`src/rtl/incr9_seq_pkg.sv`:
```
// ---------------------------------------------------------------------------
// incr9_seq_pkg
// Shared types for the 9-bit sequence-number generator.
//   SEQ_W   : sequence width (9)
//   seq_t   : sequence value type
//   state_t : control FSM states (IDLE, RUN, DONE)
//   grp_inc : 3-bit group increment used by the carry-select incrementer
// Optional feature macro used elsewhere in the slice: INCR9_SEQ_WRAPCNT_EN
// ---------------------------------------------------------------------------
package incr9_seq_pkg;

    localparam int SEQ_W = 9;

    typedef logic [SEQ_W-1:0] seq_t;

    typedef enum logic [1:0] {
        IDLE = 2'd0,
        RUN  = 2'd1,
        DONE = 2'd2
    } state_t;

    function automatic logic [2:0] grp_inc(input logic [2:0] g);
        return g + 3'd1;
    endfunction

endpackage

```
`src/rtl/incr9_seq_if.sv`:
```
// ---------------------------------------------------------------------------
// incr9_seq_if
// Valid/ready output bus of the sequence generator.
//   out_valid : sequence value presented
//   out_ready : consumer accepts the value
//   out_seq   : current sequence number
//   out_last  : out_seq equals the terminal value (qualified by out_valid)
//   out_wrap  : one-cycle pulse after a terminal-value transfer
//   wrap_cnt  : saturating wrap counter (only with INCR9_SEQ_WRAPCNT_EN)
// Modports: master (generator side), slave (consumer side).
// ---------------------------------------------------------------------------
interface incr9_seq_if;
    import incr9_seq_pkg::*;

    logic       out_valid;
    logic       out_ready;
    seq_t       out_seq;
    logic       out_last;
    logic       out_wrap;
`ifdef INCR9_SEQ_WRAPCNT_EN
    logic [7:0] wrap_cnt;

    modport master (
        output out_valid, out_seq, out_last, out_wrap, wrap_cnt,
        input  out_ready
    );

    modport slave (
        input  out_valid, out_seq, out_last, out_wrap, wrap_cnt,
        output out_ready
    );
`else
    modport master (
        output out_valid, out_seq, out_last, out_wrap,
        input  out_ready
    );

    modport slave (
        input  out_valid, out_seq, out_last, out_wrap,
        output out_ready
    );
`endif

endinterface

```
`src/rtl/incr9_seq_next.sv`:
```
// ---------------------------------------------------------------------------
// incr9_seq_next
// Combinational next-value logic for the sequence register.
//   seq    : current sequence value
//   nxt    : (seq == MAX) ? 0 : seq + 1  (mod 2^9)
//   at_max : seq equals MAX
// The +1 is a 3x3-bit carry-select: every 3-bit group is incremented in
// parallel and the group all-ones terms of the lower groups pick between
// the incremented and the unchanged copy, so there is no 9-bit ripple.
// ---------------------------------------------------------------------------
module incr9_seq_next
    import incr9_seq_pkg::*;
#(
    parameter seq_t MAX = 9'h1FF
) (
    input  seq_t seq,
    output seq_t nxt,
    output logic at_max
);

    logic [2:0] g0, g1, g2;
    logic       a0, a1, a2;
    seq_t       inc;

    assign g0 = seq[2:0];
    assign g1 = seq[5:3];
    assign g2 = seq[8:6];

    assign a0 = &g0;
    assign a1 = &g1;
    assign a2 = &g2;

    assign inc = {(a0 & a1) ? grp_inc(g2) : g2,
                  a0        ? grp_inc(g1) : g1,
                  grp_inc(g0)};

    generate
        if (MAX == 9'h1FF) begin : g_full_range
            // Terminal value is all-ones: the carry-out is the wrap, and the
            // incrementer already rolls over to zero.
            assign at_max = a0 & a1 & a2;
            assign nxt    = inc;
        end else begin : g_cmp_range
            // Values loaded above MAX still count up and roll over at 1FF
            // because inc is naturally mod 2^9.
            assign at_max = (seq == MAX);
            assign nxt    = at_max ? '0 : inc;
        end
    endgenerate

endmodule

```
`src/rtl/incr9_seq.sv`:
```
// ---------------------------------------------------------------------------
// incr9_seq
// 9-bit sequence-number generator with a valid/ready output.
// Parameters:
//   INIT : value loaded into the sequence register on reset
//   MAX  : terminal value; the value after MAX is 0
//   WRAP : 1 = keep running after MAX, 0 = stop in DONE after MAX transfers
// Ports:
//   clk, rst    : clock (rising edge), synchronous active-high reset
//   start, stop : run control (stop wins when both are high)
//   load_valid  : load load_value into the sequence register
//   load_value  : value to load
//   out_if      : incr9_seq_if.master output bus
// Optional feature: define INCR9_SEQ_WRAPCNT_EN to add the saturating
// 8-bit wrap counter (out_if.wrap_cnt).
// ---------------------------------------------------------------------------
module incr9_seq
    import incr9_seq_pkg::*;
#(
    parameter seq_t INIT = 9'h000,
    parameter seq_t MAX  = 9'h1FF,
    parameter bit   WRAP = 1'b1
) (
    input  logic        clk,
    input  logic        rst,
    input  logic        start,
    input  logic        stop,
    input  logic        load_valid,
    input  seq_t        load_value,
    incr9_seq_if.master out_if
);

    state_t state, state_nxt;
    seq_t   seq_p0, seq_nxt;
    seq_t   inc_val;
    logic   at_max;
    logic   vld_p0;
    logic   xfer;
    logic   wrap_evt;
    logic   out_wrap_p0;

    incr9_seq_next #(.MAX(MAX)) u_next (
        .seq    (seq_p0),
        .nxt    (inc_val),
        .at_max (at_max)
    );

    assign vld_p0 = (state == RUN);
    assign xfer   = vld_p0 & out_if.out_ready;
    // A load overrides the advance, so the register never goes through 0.
    assign wrap_evt = xfer & at_max & ~load_valid;

    always_comb begin
        state_nxt = state;
        seq_nxt   = seq_p0;

        if (load_valid) begin
            seq_nxt = load_value;
        end else if (xfer) begin
            seq_nxt = inc_val;
        end

        case (state)
            IDLE: begin
                if (start && !stop) begin
                    state_nxt = RUN;
                end
            end
            RUN: begin
                if (stop) begin
                    state_nxt = IDLE;
                end else if (wrap_evt && !WRAP) begin
                    state_nxt = DONE;
                end
            end
            DONE: begin
                if (start && !stop) begin
                    state_nxt = RUN;
                end else if (load_valid) begin
                    state_nxt = IDLE;
                end
            end
            default: state_nxt = IDLE;
        endcase
    end

    // Stage p0: state, sequence value and wrap pulse
    always_ff @(posedge clk) begin
        if (rst) begin
            state       <= IDLE;
            seq_p0      <= INIT;
            out_wrap_p0 <= 1'b0;
        end else begin
            state       <= state_nxt;
            seq_p0      <= seq_nxt;
            out_wrap_p0 <= wrap_evt;
        end
    end

    assign out_if.out_valid = vld_p0;
    assign out_if.out_seq   = seq_p0;
    assign out_if.out_last  = vld_p0 & at_max;
    assign out_if.out_wrap  = out_wrap_p0;

`ifdef INCR9_SEQ_WRAPCNT_EN
    logic [7:0] wrap_cnt_p0;

    function automatic logic [7:0] sat_inc8(input logic [7:0] v);
        return (v == 8'hFF) ? v : v + 8'd1;
    endfunction

    always_ff @(posedge clk) begin
        if (rst || load_valid) begin
            wrap_cnt_p0 <= '0;
        end else if (wrap_evt) begin
            wrap_cnt_p0 <= sat_inc8(wrap_cnt_p0);
        end
    end

    assign out_if.wrap_cnt = wrap_cnt_p0;
`endif

endmodule

```
`src/flat_wrapper.sv`:
```
// flat-port wrapper written by rule: the top's interface ports become plain ports
module incr9_seq_flat import incr9_seq_pkg::*;
#(
    parameter seq_t INIT = 9'h000,
    parameter seq_t MAX  = 9'h1FF,
    parameter bit   WRAP = 1'b1
)
  (clk, rst, start, stop, load_valid, load_value, out_if_out_valid, out_if_out_seq, out_if_out_last, out_if_out_wrap, out_if_out_ready);
  incr9_seq_if out_if_i ();
  input  logic clk;
  input  logic rst;
  input  logic start;
  input  logic stop;
  input  logic load_valid;
  input  seq_t load_value;
  output wire logic [$bits(out_if_i.out_valid)-1:0] out_if_out_valid;
  output wire logic [$bits(out_if_i.out_seq)-1:0] out_if_out_seq;
  output wire logic [$bits(out_if_i.out_last)-1:0] out_if_out_last;
  output wire logic [$bits(out_if_i.out_wrap)-1:0] out_if_out_wrap;
  input wire logic [$bits(out_if_i.out_ready)-1:0] out_if_out_ready;
  assign out_if_out_valid = out_if_i.out_valid;
  assign out_if_out_seq = out_if_i.out_seq;
  assign out_if_out_last = out_if_i.out_last;
  assign out_if_out_wrap = out_if_i.out_wrap;
  assign out_if_i.out_ready = out_if_out_ready;
  incr9_seq #(.INIT(INIT), .MAX(MAX), .WRAP(WRAP)) u_core (.clk(clk), .rst(rst), .start(start), .stop(stop), .load_valid(load_valid), .load_value(load_value), .out_if(out_if_i));
endmodule
```
`config.mk`:
```
export PLATFORM = sky130hd
export DESIGN_NAME = incr9_seq_flat
export DESIGN_NICKNAME = d
export VERILOG_FILES = /design/src/rtl/incr9_seq_pkg.sv /design/src/rtl/incr9_seq_if.sv /design/src/rtl/incr9_seq_next.sv /design/src/rtl/incr9_seq.sv /design/src/flat_wrapper.sv
export SDC_FILE = /design/constraint.sdc
export NUM_CORES = 1
export LEC_CHECK = 0
export BUFFER_PORTS_ARGS = -buffer_cell sky130_fd_sc_hd__buf_4
export CAP_MARGIN = 20
export CELL_PAD_IN_SITES_DETAIL_PLACEMENT = 1
export CELL_PAD_IN_SITES_GLOBAL_PLACEMENT = 1
export CORE_MARGIN = 10
export CORE_UTILIZATION = 29
export CTS_CLUSTER_DIAMETER = 100
export CTS_CLUSTER_SIZE = 10
export DETAILED_ROUTE_END_ITERATION = 10
export PLACE_DENSITY = 0.69
export SKIP_LAST_GASP = 1
export SYNTH_ARGS = -nofsm -noshare
export SYNTH_HDL_FRONTEND = slang
export SYNTH_SLANG_ARGS = --single-unit
```
`constraint.sdc`:
```
create_clock -name clk -period 3.66 [get_ports clk]
set_clock_uncertainty 0.1 [all_clocks]
set_input_delay 0.183 -clock clk [delete_from_list [all_inputs] [get_ports clk]]
set_output_delay 0.183 -clock clk [all_outputs]
set_load 0.01 [all_outputs]
```
After elaboration in Yosys (flattened, before gate mapping)
Index checks and enable logic that the tools add are counted.
Storage, ports and cells
  output and inout bits: 12
  word-level logic and storage cells: 41
  bits in registers: 12
Cells by class
  reductions and logical operators: 12
  bitwise gates (word level): 7
  add/sub/neg operators: 3
  mux-type cells: 9
  equality and inequality tests: 5
Operators by type and width (number)
  2-to-1 mux 9 bit: 2
  AND reduction 3 bit: 4
  adder 3 x 1 -> 3 bit (second input constant): 3
  2-to-1 mux 2 bit: 4
  bitwise AND 1 bit: 6
  2-to-1 mux 3 bit: 2
  one-hot mux 2 bit (3 select lines): 1
  nonzero test 2 bit: 3
  AND reduction 2 bit: 2
  inequality test 3 x 2 -> 1 bit (second input constant): 1
  equality test 2 x 1 -> 1 bit (second input constant): 1
  equality test 2 bit (second input constant): 1
  zero test 2 bit: 1
  inequality test 2 x 1 -> 1 bit (second input constant): 1
  inequality test 2 bit (second input constant): 1
  logical AND 1 bit: 1
  zero test 1 bit: 1
  inverter 1 bit: 1

Depth between registers and ports, before layout
  word-level depth: 5
  gate-level depth with buffers: 5
  depth with buffers taken out: 5

Cells and area by module
From an unflattened synthesis, not the netlist that was laid out.
Second synthesis, totals
  cells, all modules: 74
  area, all modules: 798.3 µm²
Modules (own cells, without submodules)
  incr9_seq: cells an instance 59, instances 1, seq. area each 220.2 µm², area each 636.9 µm²
  incr9_seq_next: cells an instance 15, instances 1, seq. area each 0.0 µm², area each 161.4 µm²

Worst setup path before layout
Ideal clock, no wire load.
  path type: register to register
  start: register u_core.seq_p0[0] (netlist: u_core.out_if.out_seq[0])
  end: register u_core.seq_p0[8] (netlist: u_core.out_if.out_seq[8])
  stages on the path, launching flop included: 6
  required time: 3457 ps
  path buffers: 0
  slack: 2126 ps
  arrival: 1330 ps
  cell sequence: dfxtp_1 > ha_1 > ha_1 > nand4_2 > nor3b_1 > a2111oi_2
On the way
  word-level cells in the longest chain between the ends: 4
RTL lines
  from (decl): RTL line incr9_seq.sv:34  | seq_t seq_p0, seq_nxt;
  from (signal assigned): RTL line incr9_seq.sv:95  | seq_p0 <= seq_nxt;
  AND reduction 3 bit: RTL line incr9_seq_next.sv:29  | assign a0 = &g0;
  bitwise AND 1 bit: RTL line incr9_seq_next.sv:33  | assign inc = {(a0 & a1) ? grp_inc(g2) : g2,
  nonzero test 2 bit (no source line)
  AND reduction 2 bit (no source line)
Every way passes these cells.
A chain may end at the register's enable or synchronous reset.

Final worst setup path
  start: register u_core.seq_p0[0] (netlist: u_core.out_if.out_seq[0])
  end: output port out_if_out_last
On the way
  word-level cells in the longest chain between the ends: 4
RTL lines
  AND reduction 3 bit: RTL line incr9_seq_next.sv:29
  bitwise AND 1 bit (2 in series): RTL line incr9_seq_next.sv:41  | assign at_max = a0 & a1 & a2;
  bitwise AND 1 bit: RTL line incr9_seq.sv:102  | assign out_if.out_last = vld_p0 & at_max;
  to (decl): RTL line flat_wrapper.sv:18  | output wire logic [$bits(out_if_i.out_last)-1:0] out_if_out_last;
Every way passes these cells.

==> run summary <==
==================================================================================================
Result of the run ................................................................... finished, final reports clean
Number of violations of the max-capacitance limit ...................................            0
Time the final worst path needs with I/O delays and setup ...........................     1.667 ns
Fraction of layout instances using a drive strength above 1 .........................       37.63%
Startpoint class of the critical path ...............................................     register
Start point of the worst min-delay path ............................................. load_value[2]
Fraction of the yosys area taken by sequential cells ................................       35.99%
Worst Setup Slack, final ............................................................     1.993 ns
Highest-count cells in the layout ignoring fill and taps ............................ sky130_fd_sc_hd__buf_4, sky130_fd_sc_hd__dfxtp_1, sky130_fd_sc_hd__inv_1
Pwr Density ......................................................................... 320.5 mW/mm^2
Most frequent cell on the critical path ............................................. sky130_fd_sc_hd__ha_1
Worst relative slew slack ...........................................................       81.02%
I/O Pins ............................................................................           27
Ratio of final minimum period to clock period .......................................       45.55%
Share of the synthesized netlist area taken by xor and xnor gates ...................       4.294%
Largest net degree at the start of global routing ...................................           24
Uppermost routed layer ..............................................................         met4
Placed wire-length estimate .........................................................      1376 um
Number of buffers inserted by post-CTS setup repair .................................            0
Routed wire length on met3 ..........................................................       185 um
Complex-gate fraction of the synthesized area .......................................       18.40%
Worst hold-check path type .......................................................... primary input to register
Met2 wire length ....................................................................       725 um
Vias after detailed routing .........................................................          560
Worst hold slack ....................................................................   0.07084 ns
Highest net fanout along the worst path .............................................            3
Pin slew with the least headroom to its limit .......................................    0.2843 ns
Yosys warns .........................................................................            0
Average cell area after synthesis ...................................................   9.413 um^2
Starting Density ....................................................................       30.87%
Number of buffers between clock root and the deepest sink ...........................            2
Reg-to-reg setup timing slack .......................................................      2.04 ns
Final weighted congestion in routability-driven placement ...........................       0.7375
First-pass iteration count of the detailed router ...................................            2
Num rows ............................................................................           16
Slowest cell on the critical path ................................................... sky130_fd_sc_hd__dfxtp_1
Arrival time at the worst endpoint ..................................................      1.38 ns
Clock buffer count from CTS .........................................................            3
Root cell of the clock tree ......................................................... sky130_fd_sc_hd__clkbuf_4
Core area ........................................................................... 0.001982 mm^2
Adder-cell share of the synthesized area ............................................       12.27%
Netlist area before placement .......................................................   611.8 um^2
Clock tree from TritonCTS ...........................................................          yes
Leakage Power .......................................................................    0.4160 nW
Total power after layout ............................................................  0.0002771 W
Wire length the detailed router placed on met1 ......................................       781 um
Instance count along the most critical hold path ....................................            3
Horiz. Die Dim ......................................................................     65.93 um
Number of synthesized register bits .................................................           11
Global-route wire length before repair ..............................................      2849 um
Clock sink count ....................................................................           11
Worst path top cell family by delay .................................................  adder cells
Simple-Gate Fraction of Synth Area ..................................................       22.09%
Setup repair after global routing missed its margin .................................        false
Cells traversed along the worst timing path ......................................... ha_1 > ha_1 > nand3_1 > nor2_1 > buf_4
First-iteration detailed-routing DRC count ..........................................            6
Layout Nets .........................................................................          115
Final Hold Viols ....................................................................            0
Grt total ovfl ......................................................................            0
Remaining antenna violation count ...................................................            0
Post-place setup slack ..............................................................     2.004 ns
Worst Reg-to-Reg Cells ..............................................................            5
Wire length per cell after detailed routing .........................................     14.19 um
Die Ht ..............................................................................     65.93 um
Fraction of synthesized area in multiplexers ........................................           0%
Commonest non-fill, non-tap cell in the layout ...................................... sky130_fd_sc_hd__buf_4
Endpoint with the worst hold slack .................................................. u_core.out_if.out_seq[2]
Drt total wl ........................................................................      1703 um
H-tree depth ........................................................................            1
Destination of the worst register-to-register timing path ........................... u_core.out_if.out_seq[7]
Critical path class ................................................................. register to primary output
Vias per cell .......................................................................        4.667
Count of unresolved DRC violations after routing ....................................            0
Buffers on Ports ....................................................................           26
Initial antenna violation count .....................................................            0
Setup TNS after final layout ........................................................         0 ns
Required time of the worst setup path ...............................................      3.38 ns
Later-pin clock latency in the skew report ..........................................      0.27 ns
Synth cell types ....................................................................           20
Combined buffer and inverter count along the critical path ..........................            1
Total Die Area ...................................................................... 0.004347 mm^2
Largest family of logic cells by synthesized area ................................... simple AND/OR/NAND/NOR gates
Number of setup violations in the final report ......................................            0
Synth Net Count .....................................................................           86
Critical Path End Type .............................................................. primary output
Area growth from synthesis to final layout ..........................................       41.31%
Total routing usage reported by global routing ......................................       8.464%
Launch point of the worst reg-to-reg path ........................................... u_core.out_if.out_seq[0]
Clock transition time at the flip-flop clock pins of the worst setup and hold paths .      0.08 ns
Ant. Diodes .........................................................................            0
Vias in the first global route ......................................................          591
Worst supply voltage drop on vdd ....................................................     159.3 uV
F_max ...............................................................................   0.5998 GHz
Number of pins with negative max-slew slack in the final report .....................            0
Number of instances in the synthesized netlist ......................................           65
Longest individual stage delay on the worst path ....................................      0.38 ns
==================================================================================================
worst max-delay path by stage:
stage                                   startpoint                       end  slack (ns)  cells past startpoint
after global routing      u_core.out_if.out_seq[0]  u_core.out_if.out_seq[7]        1.84                      5
after floorplan           u_core.out_if.out_seq[0]  u_core.out_if.out_seq[8]        2.13                      5
after global placement    u_core.out_if.out_seq[0]  u_core.out_if.out_seq[7]        2.11                      5
final                     u_core.out_if.out_seq[0]           out_if_out_last        1.99                      5
after CTS                 u_core.out_if.out_seq[0]           out_if_out_last        1.95                      5
after detailed placement  u_core.out_if.out_seq[0]  u_core.out_if.out_seq[7]        2.00                      5
metrics by stage:
step	util (%)	instance area (um^2)	std cells
2_1_floorplan	-	611.8	65
3_3_place_gp	41.79	828.3	115
3_5_place_dp	41.79	828.3	115
4_1_cts	43.62	864.6	120
5_1_grt	43.62	864.6	120
6_report	43.62	864.6	120
power breakdown:
group | switching [W] | internal, W | leakage (nW) | total [W]
logic | 0.0000252 | 0.0000318 | 0.310 | 0.0000570
clock network | 0.0000431 | 0.0000422 | 0.0150 | 0.0000853
registers | 0.00000756 | 0.000127 | 0.0912 | 0.000135
logic make-up (layout without fill, tap and decap cells):
group,after synthesis,after routing
AOI/OAI and AO/OA,12,12
xor gates and xnor gates,3,3
adders and majority gates,6,6
buffers and inverters,11,39
DFF,11,11
and+or+nand+nor,22,22
synth_stat cells:
library cell	instances	area [um^2]
sky130_fd_sc_hd__o21a_1	3	22.52
sky130_fd_sc_hd__nand4_2	1	12.51
sky130_fd_sc_hd__inv_1	8	30.03
sky130_fd_sc_hd__nand2_1	1	3.750
sky130_fd_sc_hd__and3_1	2	12.51
sky130_fd_sc_hd__buf_2	1	5.000
sky130_fd_sc_hd__nor3_1	7	35.03
sky130_fd_sc_hd__a211oi_1	2	15.01
sky130_fd_sc_hd__a21oi_1	3	15.01
sky130_fd_sc_hd__nor2_1	2	7.510
sky130_fd_sc_hd__nor4_1	1	6.260
sky130_fd_sc_hd__dfxtp_1	11	220.2
sky130_fd_sc_hd__a2111oi_2	4	60.06
sky130_fd_sc_hd__clkbuf_1	2	7.510
sky130_fd_sc_hd__ha_1	6	75.07
sky130_fd_sc_hd__nor3b_1	4	30.03
sky130_fd_sc_hd__nand3_2	1	10.01
sky130_fd_sc_hd__xnor2_1	3	26.28
sky130_fd_sc_hd__nor2b_1	2	12.51
sky130_fd_sc_hd__nand3_1	1	5.000
registers in the layout, indices dropped and copies added, names as in the netlist:
register,cells
u_core.out_if.out_seq,9
u_core.out_if.out_wrap,1
u_core.state,1
timing repair:
item / 4_1_cts / 5_1_grt
gates resized for setup: 0 / 0
hold endpoints to repair: 1 / 0
hold buffers: 1 / 0
metal layers:
layer  GRT usage, %  up-vias
li1               -      289
met2          11.96       19
met5              0        -
met4          4.712        0
met1          9.905      250
met3          4.576        2
worst register-to-register path: cells and delay by family (launching register included):
kind | cells | cell delay (ns)
flip-flops | 1 | 0.38
AND/OR/NAND/NOR | 2 | 0.37
adder cells (fa/ha/maj) | 2 | 0.39
AO/OA/AOI/OAI | 1 | 0.27
final cells by class:
cell class,instances,area [um^2]
Clock buffer,4,26.28
Fill cell,239,1117
Inverter,8,30.03
Multi-Input combinational cell,43,349.1
Sequential cell,11,220.2
Tap cell,27,33.78
Timing Repair Buffer,27,205.2
(Power assumes the default switching activity.)
